## src/rtl/sail_print_arbiter.sv

```systemverilog
// ---------------------------------------------------------------------------
// sail_print_arbiter
//   Shares one Sail stdout byte sink among NUM_REQ print requesters. Each
//   requester streams one message as valid/ready bytes ending in a last beat.
//   Grants are round-robin and only change on message boundaries, so messages
//   never interleave. A requester may ask for a trailing NEWLINE byte
//   (print_endline) by raising req_endline together with its last beat.
//
//   State table
//     state   | meaning
//     --------+-----------------------------------------------------------
//     ST_IDLE | no owner; arbitrate among req_valid starting at rr_ptr
//     ST_PASS | granted requester's beats pass straight through to the sink
//     ST_NL   | emitting the appended NEWLINE byte that closes the message
//
//   Ports
//     clk          rising-edge clock
//     reset        synchronous active-high reset
//     req_valid    per-requester beat valid
//     req_data     beat data, requester i at [i*DATA_W +: DATA_W]
//     req_last     beat is the final byte of the message
//     req_endline  sampled with the last beat: append NEWLINE
//     req_ready    per-requester beat accept (only the owner can be ready)
//     out_valid    sink beat valid
//     out_data     sink beat data
//     out_last     final sink beat of the message (incl. appended newline)
//     out_ready    sink accepts beat
//     grant_id     current owner, meaningful while busy
//     busy         a message is in progress
//     msg_count    completed messages, wraps at 2^CNT_W
// ---------------------------------------------------------------------------
module sail_print_arbiter #(
    parameter int                 NUM_REQ = 4,
    parameter int                 DATA_W  = 8,
    parameter logic [DATA_W-1:0]  NEWLINE = DATA_W'(8'h0A),
    parameter int                 CNT_W   = 16,
    localparam int                GW      = $clog2(NUM_REQ)
) (
    input  logic                        clk,
    input  logic                        reset,
    input  logic [NUM_REQ-1:0]          req_valid,
    input  logic [NUM_REQ*DATA_W-1:0]   req_data,
    input  logic [NUM_REQ-1:0]          req_last,
    input  logic [NUM_REQ-1:0]          req_endline,
    output logic [NUM_REQ-1:0]          req_ready,
    output logic                        out_valid,
    output logic [DATA_W-1:0]           out_data,
    output logic                        out_last,
    input  logic                        out_ready,
    output logic [GW-1:0]               grant_id,
    output logic                        busy,
    output logic [CNT_W-1:0]            msg_count
);

    typedef enum logic [1:0] {
        ST_IDLE = 2'd0,
        ST_PASS = 2'd1,
        ST_NL   = 2'd2
    } state_t;

    state_t              r_state;
    state_t              w_state_next;
    logic [GW-1:0]       r_grant;
    logic [GW-1:0]       w_grant_next;
    logic [GW-1:0]       r_rr_ptr;
    logic [GW-1:0]       w_rr_next;
    logic [GW-1:0]       w_rr_after;
    logic [CNT_W-1:0]    r_msg_count;
    logic [CNT_W-1:0]    w_cnt_next;

    logic                w_pick_found;
    logic [GW-1:0]       w_pick_id;

    logic                w_out_valid;
    logic [DATA_W-1:0]   w_out_data;
    logic                w_out_last;
    logic [NUM_REQ-1:0]  w_req_ready;

    logic [DATA_W-1:0]   w_req_bytes [NUM_REQ];

    for (genvar gi = 0; gi < NUM_REQ; gi++) begin : g_unpack
        assign w_req_bytes[gi] = req_data[gi*DATA_W +: DATA_W];
    end

    // Round-robin search: first valid requester at or above rr_ptr, wrapping.
    // The sum is one bit wider so the wrap works for non-power-of-two counts.
    always_comb begin : p_pick
        logic [GW:0] w_sum;
        w_pick_found = 1'b0;
        w_pick_id    = '0;
        w_sum        = '0;
        for (int k = 0; k < NUM_REQ; k++) begin
            w_sum = {1'b0, r_rr_ptr} + (GW+1)'(k);
            if (w_sum >= (GW+1)'(NUM_REQ)) begin
                w_sum = w_sum - (GW+1)'(NUM_REQ);
            end
            if (!w_pick_found && req_valid[w_sum[GW-1:0]]) begin
                w_pick_found = 1'b1;
                w_pick_id    = w_sum[GW-1:0];
            end
        end
    end

    // Pointer moves past the owner that just finished, so it cannot win twice
    // in a row while others are waiting.
    assign w_rr_after = (r_grant == GW'(NUM_REQ - 1)) ? '0 : r_grant + 1'b1;

    always_comb begin : p_fsm
        w_state_next = r_state;
        w_grant_next = r_grant;
        w_rr_next    = r_rr_ptr;
        w_cnt_next   = r_msg_count;
        w_out_valid  = 1'b0;
        w_out_data   = '0;
        w_out_last   = 1'b0;
        w_req_ready  = '0;

        case (r_state)
            ST_IDLE: begin
                if (w_pick_found) begin
                    w_grant_next = w_pick_id;
                    w_state_next = ST_PASS;
                end
            end

            ST_PASS: begin
                // out_valid depends only on the owner's valid, never on out_ready.
                w_out_valid          = req_valid[r_grant];
                w_out_data           = w_req_bytes[r_grant];
                w_out_last           = req_last[r_grant] & ~req_endline[r_grant];
                w_req_ready[r_grant] = out_ready;
                if (req_valid[r_grant] && out_ready && req_last[r_grant]) begin
                    if (req_endline[r_grant]) begin
                        w_state_next = ST_NL;
                    end else begin
                        w_state_next = ST_IDLE;
                        w_rr_next    = w_rr_after;
                        w_cnt_next   = r_msg_count + 1'b1;
                    end
                end
            end

            ST_NL: begin
                w_out_valid = 1'b1;
                w_out_data  = NEWLINE;
                w_out_last  = 1'b1;
                if (out_ready) begin
                    w_state_next = ST_IDLE;
                    w_rr_next    = w_rr_after;
                    w_cnt_next   = r_msg_count + 1'b1;
                end
            end

            default: begin
                w_state_next = ST_IDLE;
            end
        endcase
    end

    always_ff @(posedge clk) begin
        if (reset) begin
            r_state     <= ST_IDLE;
            r_grant     <= '0;
            r_rr_ptr    <= '0;
            r_msg_count <= '0;
        end else begin
            r_state     <= w_state_next;
            r_grant     <= w_grant_next;
            r_rr_ptr    <= w_rr_next;
            r_msg_count <= w_cnt_next;
        end
    end

    assign out_valid = w_out_valid;
    assign out_data  = w_out_data;
    assign out_last  = w_out_last;
    assign req_ready = w_req_ready;
    assign grant_id  = r_grant;
    assign busy      = (r_state != ST_IDLE);
    assign msg_count = r_msg_count;

endmodule

```

## config.mk

```make
export PLATFORM = sky130hd
export DESIGN_NAME = sail_print_arbiter
export DESIGN_NICKNAME = d
export VERILOG_FILES = /design/src/rtl/sail_print_arbiter.sv
export SDC_FILE = /design/constraint.sdc
export NUM_CORES = 1
export LEC_CHECK = 0
export ABC_AREA = 1
export BUFFER_PORTS_ARGS = -buffer_cell sky130_fd_sc_hd__buf_4
export CORE_MARGIN = 4
export CORE_UTILIZATION = 45
export CTS_BUF_LIST = sky130_fd_sc_hd__clkbuf_8
export DETAILED_ROUTE_END_ITERATION = 10
export PLACE_DENSITY = 0.75
export SETUP_SLACK_MARGIN = 0.2
export SLEW_MARGIN = 20
export SYNTH_ARGS = -nofsm -noshare
export SYNTH_HDL_FRONTEND = slang
export SYNTH_SLANG_ARGS = --single-unit
```

## constraint.sdc

```tcl
create_clock -name clk -period 2.5 [get_ports clk]
set_input_delay 0.5 -clock clk [delete_from_list [all_inputs] [get_ports clk]]
set_output_delay 0.5 -clock clk [all_outputs]
set_load 0.02 [all_outputs]
```

# == Yosys cells after proc, flatten, opt, wreduce, memory -nomap -nowiden ==
# Index checks and enable logic that the tools add are counted.
# W data, S select, Z words.
# word_totals
regBits,22
inputBits,47
output_inout_bits,33
wordCells,99
# classes
add_sub_neg,9
order_cmp,11
n_eq_ne,7
n_mux,49
n_bitwise,4
n_reduce_logical,15
# op_table
op,n
$mux W16,3
$mux W2,16
$pmux W16 S2,1
$add A16 B1 Y16 const B,1
$bmux W8 S2,1
$mux W8,2
$pmux W8 S2,1
$lt A2 B3 Y1 const B,5
$bmux W1 S2,7
$ge A3 B3 Y1 const B,4
$mux W1,12
$ne A2 B2 Y1 const B,4
$sub A2 B1 Y2 const B,4
$add A2 B2 Y3 const B,2
$logic_and A1 B1 Y1,6
$pmux W2 S3,1
$and A4 B4 Y4,1
$eq A2 B2 Y1 const B,2
$mux W4,1
$pmux W1 S2,2
$pmux W2 S2,1
$reduce_and A4 Y1,1
$reduce_bool A2 Y1,2
$add A2 B1 Y3 const B,1
12 further kinds,14

# == Depth between registers and ports, before layout ==
# Gate-level depths: netlist of run 1.
# logic_depth
depth_word,16
mapped_depth,12
ltp_nobuf,12

# == Least setup slack after synthesis of run 1 ==
# OpenSTA, ideal clock, no wires.
# synth_path
path_type,register -> output
startpoint,register r_grant[0] (netlist: grant_id[0])
endpoint,output out_data[0]
arrival_time_ps,1650
required_time_ps,2000
setup_slack_ps,350
path_stages_with_launch,7
n_path_buf,2
path_cell_list,dfxtp_1 > buf_4 > clkbuf_1 > nor2_1 > nor2_1 > o21ai_0 > a21oi_1
# synth_between
elab_chain_cells,5
# synth_lines
element,line_no,source
start: declaration,63,logic [GW-1:0] r_grant;
start signal: assignment,168,r_grant <= w_grant_next;
$not A2 Y3 (not written as such),129,w_out_data = w_req_bytes[r_grant];
$bmux W8 S2,129,
$mux W8 (not written as such) (2 in series),129,
$pmux W8 S2,118,case (r_state)
end: declaration,47,"output logic [DATA_W-1:0] out_data,"
# Every way passes these cells. The select of a mux whose other input is x is not followed.

# == Final worst setup path of run 1 ==
# layout_path
startpoint,register r_state[0]
endpoint,output out_data[3]
# layout_between
elab_chain_cells,2
word_cells_on_any_way,3
classes_between,eq/ne: 2; mux: 1
# layout_lines
element,line_no,source
start: declaration,61,state_t r_state;
start signal: assignment,167,r_state <= w_state_next;
$eq A2 B2 Y1 or $eq A2 B1 Y1 (tied branches),118,
$pmux W8 S2 *,118,
# Mark *: on every way between the ends. The rest lies on a longest branch, timed or not.

==> metrics, run 1 <==
CP cell instances inv_1, ha_1, nand2_1, nand2_1, o21ai_0, inv_1, buf_4; wire per inst 12.08 um; Post-Syn Area 2006 um^2; Worst Path Arrival 1.67 ns; Syn Nets 392; EDFF count, synth 0; simple-gate portion of the synthesized area 0.4255; Hold Buf Count CTS 0; die width 74.76 um; CTS buffer count 3; vias in the first global route 2084; area of the multi-input gates 1336 um^2; htree depth 1; Setup crit start kind register; Longest Clk Path Bufs 2; largest family of logic cells by synthesized area simple AND/OR/NAND/NOR gates; Hold Fails Final Rpt 0; Leak 1.269 nW; CTS tree yes; Compound-Gate Fraction of Synth Area 0.1603; Worst Path Required 2.00 ns; largest area contributor in the netlist dfxtp_1; Synth Area per Inst 5.952 um^2; maximum vdd drop 0.5233 mV; DRC viols 0; Crit path max-delay family flip-flops; ys flop type dfxtp_1; min Tclk post-route 2.172 ns; final WL 5.579 mm; fill count 437; Global Route Usage Sum 0.1943; Seq/Total Area, Yosys 0.2196; synth top area cells dfxtp_1 (22%), nand2_1 (17%), nor2_1 (10%); top achievable clock speed 460.4 MHz; clock tree root driver cell clkbuf_8; initial antenna violation count 0; max_cap viols 0; Critical Path Max Stage Delay 0.37 ns; final setup fails 0; FF+latch count, synth 22; Antenna Nets Post-Route 0; via count 2304; Die Area 5589 um^2; Cell variety after synth 31; P&R area growth vs syn 31.38%; largest net degree at the start of global routing 26; worst hold path type reg2reg; fin crit share 0.8688; Post-Synth Adder-Cell Area 0.04991; most frequent cells after synthesis nand2_1 (92), nor2_1 (56), inv_1 (34); max-slew violations 0; Synth Area in XOR/XNOR 0.03057; outcome finished, final reports clean; Post-Syn Instances 337; global-route wire length before repair 8.776 mm; kind of critical path reg2out; crit-path max FO 7; GPL Wtd Cong 0.9070; core area 4324 um^2; Initial DRC Count 112; port bufs 79; multiplexer area fraction after synthesis 0; grt ovf 0; post-synthesis async set-or-reset flop share 0; slowest cell on the critical path dfxtp_1; Initial Util 0.4638; max_slew headroom 0.6724; Boundary Pins 80; Clock Pin Slew Worst Setup and Hold Paths 0.07 ns; share of layout cells above drive strength 1 0.2829; clk_lat worst skew 0.26 ns; DPL Wire Length 4.347 mm; warning count from the yosys run 0; most common cell in the netlist nand2_1; die height 74.76 um; RSZ-0062 raised after global routing false; FP Rows 24; CP Capture Type primary output; fin nets 467; Buf/Inv on CP 3; # clock sinks 22; Yosys top cell area share 0.2196; sequential cell area 441.7 um^2; DR vias/cell 4.987; worst-case clock skew 0.001826 ns; Pre-antenna DRT Iters 4; setup_tns 0 ns; diode count 0; Fin Hold WS 0.4999 ns; PD cells 759.8 nW/um^2; slew at the pin closest to its max-slew limit 0.4902 ns
-- worst register-to-register path, delay by kind of cell (launching register included) --
family	cells	cell delay (ns)
simple gates	10	1.17
buf+inv	1	0.20
flops	1	0.44
-- power by group --
group	switching, W	internal [W]	leakage, nW
Combinational	0.000837	0.000480	1.07
Clock	0.000109	0.000108	0.0216
Sequential	0.0000670	0.000401	0.179
-- layout make-up --
type | instances | share of cell area
Inverter | 38 | 0.05413
Clock buffer | 3 | 0.01567
Timing Repair Buffer | 81 | 0.2308
Tap cell | 52 | 0.02469
Multi-Input combinational cell | 266 | 0.5071
Sequential cell | 22 | 0.1676
-- path summary, 6_finish.rpt --
check / cells after the start / start / end / slack, ns
max: 7 / r_state[0] / out_data[3] / 0.33
min: 2 / msg_count[13] / msg_count[13] / 0.50
max reg2reg: 11 / grant_id[0] / msg_count[6] / 0.59
min reg2reg: 2 / msg_count[13] / msg_count[13] / 0.50
-- what timing repair did --
action                                  in CTS  in global routing
gates resized for setup                      0                  1
buffers inserted                             0                  0
endpoints found under the setup margin       0                 12
-- layout by cell type, fill, tap and decap left out, drive strengths merged, types with 3 or more instances in the layout --
master,n
nand2,104
nor3,6
xor2,3
clkbuf,3
dfxtp,22
nor2,58
ha,8
nand3,20
a21oi,26
inv,37
o21ai,26
xnor2,4
nand4,4
buf,81
-- logic make-up after synthesis --
logic type,after synthesis
AO/OA/AOI/OAI,55
XOR/XNOR,7
adder cells (fa/ha/maj),8
buffers and inverters,49
flip-flops,22
AND/OR/NAND/NOR,196
-- flip-flops by register name (all words and copies together), names as in the netlist --
name       count
grant_id       2
msg_count     16
r_rr_ptr       2
r_state        2
-- stage by stage --
stage | util | area [um^2] | worst slack (ns) | std cells | power [W]
floorplan | - | 2006 | 0.3499 | 337 | 0.001471
global placement | 0.5995 | 2592 | 0.5407 | 459 | 0.001780
detailed placement | 0.5995 | 2592 | 0.4505 | 459 | 0.001794
CTS | 0.6091 | 2634 | 0.2336 | 462 | 0.002016
global route | 0.6094 | 2635 | 0.2151 | 462 | 0.002194
finish | 0.6094 | 2635 | 0.3281 | 462 | 0.002002
-- layer usage --
layer	part of all wire	up-vias	track usage	wire [um]
met4	0.0082	0	0.04941	46
met3	0.098	5	0.02537	547
li1	-	1206	-	-
met1	0.45	1014	0.2470	2518
met5	0	-	0	0
met2	0.44	79	0.3463	2466
Note: power is estimated with default switching activity, not from simulation.
==> run 2: changes to the inputs <==
--- a/config.mk
+++ b/config.mk
@@ -5,13 +5,12 @@
 export SDC_FILE = /design/constraint.sdc
 export NUM_CORES = 1
 export LEC_CHECK = 0
-export ABC_AREA = 1
 export BUFFER_PORTS_ARGS = -buffer_cell sky130_fd_sc_hd__buf_4
 export CORE_MARGIN = 4
 export CORE_UTILIZATION = 45
 export CTS_BUF_LIST = sky130_fd_sc_hd__clkbuf_8
 export DETAILED_ROUTE_END_ITERATION = 10
-export PLACE_DENSITY = 0.75
+export PLACE_DENSITY = 0.78
 export SETUP_SLACK_MARGIN = 0.2
 export SLEW_MARGIN = 20
 export SYNTH_ARGS = -nofsm -noshare
==> metrics, run 2 <==
outcome finished, final reports clean (unchanged); CTS tree yes (unchanged); PD cells 371.1 nW/um^2 (was 759.8 nW/um^2); vias in the first global route 1530 (was 2084); Gate power share 0.340 (was 0.658); port bufs 79 (unchanged); max_slew headroom 0.6352 (was 0.6724); FF+latch count, synth 22 (unchanged); final WL 4.678 mm (was 5.579 mm); most frequent cells after synthesis dfxtp_1 (22), nor2_1 (20), a21oi_1 (17) (was nand2_1 (92), nor2_1 (56), inv_1 (34)); largest net degree at the start of global routing 23 (was 26); max reg flops 16 (unchanged); kind of critical path reg2out (unchanged); sequential cell area 445.4 um^2 (was 441.7 um^2); Hold Buf Count CTS 0 (unchanged); Boundary Pins 80 (unchanged); Clk pwr share 0.241 (was 0.108); min Tclk post-route 2.208 ns (was 2.172 ns); Cell variety after synth 34 (was 31); most common cell in the netlist dfxtp_1 (was nand2_1); slew at the pin closest to its max-slew limit 0.5456 ns (was 0.4902 ns); fin crit share 0.8833 (was 0.8688); die width 68.61 um (was 74.76 um); Final Instance Count excl. Fillers 307 (was 462); Worst Path Arrival 1.71 ns (was 1.67 ns); worst hold path type reg2reg (unchanged); setup_tns 0 ns (unchanged); top achievable clock speed 452.9 MHz (was 460.4 MHz); die height 68.61 um (was 74.76 um); diode count 0 (unchanged); clk_lat worst skew 0.26 ns (about the same); Leak 1.004 nW (was 1.269 nW); DRC viols 0 (unchanged); CP cell instances buf_6, mux4_2, nand2_1, nor2_1, o21a_1, buf_4 (was inv_1, ha_1, nand2_1, nand2_1, o21ai_0, inv_1, buf_4); final setup fails 0 (unchanged); Clock Pin Slew Worst Setup and Hold Paths 0.07 ns (about the same); crit-path max FO 6 (was 7); slowest cell on the critical path mux4_2 (was dfxtp_1); r2r setup slk 0.48 ns (was 0.59 ns); initial antenna violation count 0 (unchanged); Antenna Nets Post-Route 0 (unchanged); worst r2r path cells 5 (was 11); Initial Util 0.4802 (was 0.4638); share of layout cells above drive strength 1 0.4138 (was 0.2829); fill count 312 (was 437); Worst Path Required 2.00 ns (about the same); warning count from the yosys run 0 (unchanged); NetSw 0.0002521 W (was 0.001013 W); clock tree root driver cell clkbuf_8 (unchanged); wire per inst 15.24 um (was 12.08 um); post-synthesis async set-or-reset flop share 0 (unchanged); M1 GR Usage 0.2637 (was 0.2470); Compound-Gate Fraction of Synth Area 0.1552 (was 0.1603); htree depth 1 (unchanged); Synth Area in XOR/XNOR 0.07949 (was 0.03057); Setup crit start kind register (unchanged); fin nets 318 (was 467); CP Capture Type primary output (unchanged); Post-Synth Adder-Cell Area 0.06056 (was 0.04991); worst-case clock skew 0.001886 ns (was 0.001826 ns); Yosys top cell area share 0.2665 (was 0.2196); GR Util met2 0.3707 (was 0.3463); DR vias/cell 5.339 (was 4.987); ys flop type dfxtp_1 (unchanged); multiplexer area fraction after synthesis 0.1559 (was 0); EDFF count, synth 0 (unchanged); RSZ-0062 raised after global routing false (unchanged); commonest non-fill, non-tap cell in the layout buf_4 (was nand2_1); CTS buffer count 3 (unchanged); Pre-antenna DRT Iters 4 (unchanged); Sw Share 0.2878 (was 0.5061); max-slew violations 0 (unchanged); FP Rows 21 (was 24); Hold Fails Final Rpt 0 (unchanged); Hold Crit Depth 2 (unchanged); Pint 0.0006237 W (was 0.0009889 W); GPL Wtd Cong 0.8464 (was 0.9070); area of the multi-input gates 1121 um^2 (was 1336 um^2); DPL Wire Length 3.702 mm (was 4.347 mm); Initial DRC Count 107 (was 112); met3 usage 0.02917 (was 0.02537); Synth Area per Inst 9.082 um^2 (was 5.952 um^2); max_cap viols 0 (unchanged); largest area contributor in the netlist dfxtp_1 (unchanged); Seq/Total Area, Yosys 0.2665 (was 0.2196); core area 3442 um^2 (was 4324 um^2); Syn Nets 237 (was 392); simple-gate portion of the synthesized area 0.2271 (was 0.4255); GRT busiest layer met2 (unchanged); P&R area growth vs syn 42.77% (was 31.38%); grt ovf 0 (unchanged); largest family of logic cells by synthesized area simple AND/OR/NAND/NOR gates (unchanged); Seq pwr share 0.420 (was 0.234); via count 1639 (was 2304); synth top area cells dfxtp_1 (27%), mux4_2 (15%), xnor2_1 (7.9%) (was dfxtp_1 (22%), nand2_1 (17%), nor2_1 (10%)); Critical Path Max Stage Delay 0.50 ns (was 0.37 ns); placed insts 302 (was 459); Die Area 4707 um^2 (was 5589 um^2); maximum vdd drop 0.2901 mV (was 0.5233 mV); # clock sinks 22 (unchanged); Longest Clk Path Bufs 2 (unchanged); Global Route Usage Sum 0.2065 (was 0.1943); Post-Syn Area 1653 um^2 (was 2006 um^2); commonest non-fill, non-tap cells in the layout buf_4 (84), nor2_1 (20), dfxtp_1 (20) (was nand2_1 (92), buf_4 (81), nor2_1 (56)); global-route wire length before repair 7.348 mm (was 8.776 mm); Post-Syn Instances 182 (was 337)
[run 2: cells by family (layout without fill, tap and decap cells)]
group | after synthesis | count (layout)
adders and majority gates | 8 | 8
muxes | 12 | 12
DFF | 22 | 22
xor gates and xnor gates | 15 | 15
and+or+nand+nor | 71 | 71
AOI/OAI and AO/OA | 34 | 34
buffers and inverters | 20 | 99
[run 2: worst max-delay path: cells and delay by family, from the launching register on]
kind | cells | cell delay, ns
mux | 1 | 0.50
flops | 1 | 0.38
buf+inv | 2 | 0.28
compound gates | 1 | 0.16
simple gates | 2 | 0.12
[run 2: power by group through the flow]
| stage | Sequential, W | Combinational, W | Clock, W |
|---|---|---|---|
| 2_1_floorplan | 0.000376 | 0.000163 | 0 |
| 3_3_place_gp | 0.000374 | 0.000284 | 0 |
| 3_5_place_dp | 0.000375 | 0.000289 | 0 |
| 4_1_cts | 0.000367 | 0.000293 | 0.000218 |
| 5_1_grt | 0.000368 | 0.000322 | 0.000223 |
| 6_report | 0.000368 | 0.000297 | 0.000211 |
[run 2: through the flow]
stage                     cell area (um^2)  hold WS, ns  utilization  power [W]  worst slack [ns]
after floorplan                       1653       0.4569            -  0.0005393            0.3304
after global placement                2287       0.4734       0.6645  0.0006582            0.2930
after global routing                  2360       0.5189       0.6856  0.0009141            0.2161
final                                 2360       0.5071       0.6856  0.0008757            0.2918
after CTS                             2337       0.5053       0.6790  0.0008774            0.2159
after detailed placement              2287       0.4949       0.6645  0.0006638            0.2734
[run 2: area by class of cell]
class	count	share of cell area
Timing Repair Buffer	86	0.2784
Inverter	10	0.01591
Sequential cell	22	0.1888
Multi-Input combinational cell	140	0.4751
Tap cell	46	0.02439
Clock buffer	3	0.01750
[run 2: metal layers]
metal / vias to the layer above / part of all wire / wire, um
met2: 37 / 0.54 / 2531
met3: 4 / 0.045 / 209
met4: 0 / 0.0064 / 30
met1: 785 / 0.41 / 1907
met5: - / 0 / 0
li1: 813 / - / -
[run 2: final timing paths]
kind | end | startpoint
worst max-delay path | out_last | grant_id[0]
worst min-delay path | r_rr_ptr[0] | r_rr_ptr[0]
worst max register to register | msg_count[15] | grant_id[0]
worst min register to register | r_rr_ptr[0] | r_rr_ptr[0]
[run 2: what timing repair did]
action,CTS,global route
buffers inserted,1,1
pin swaps,0,0
cloned,0,0
gates resized for setup,1,5
setup endpoints to repair,7,5
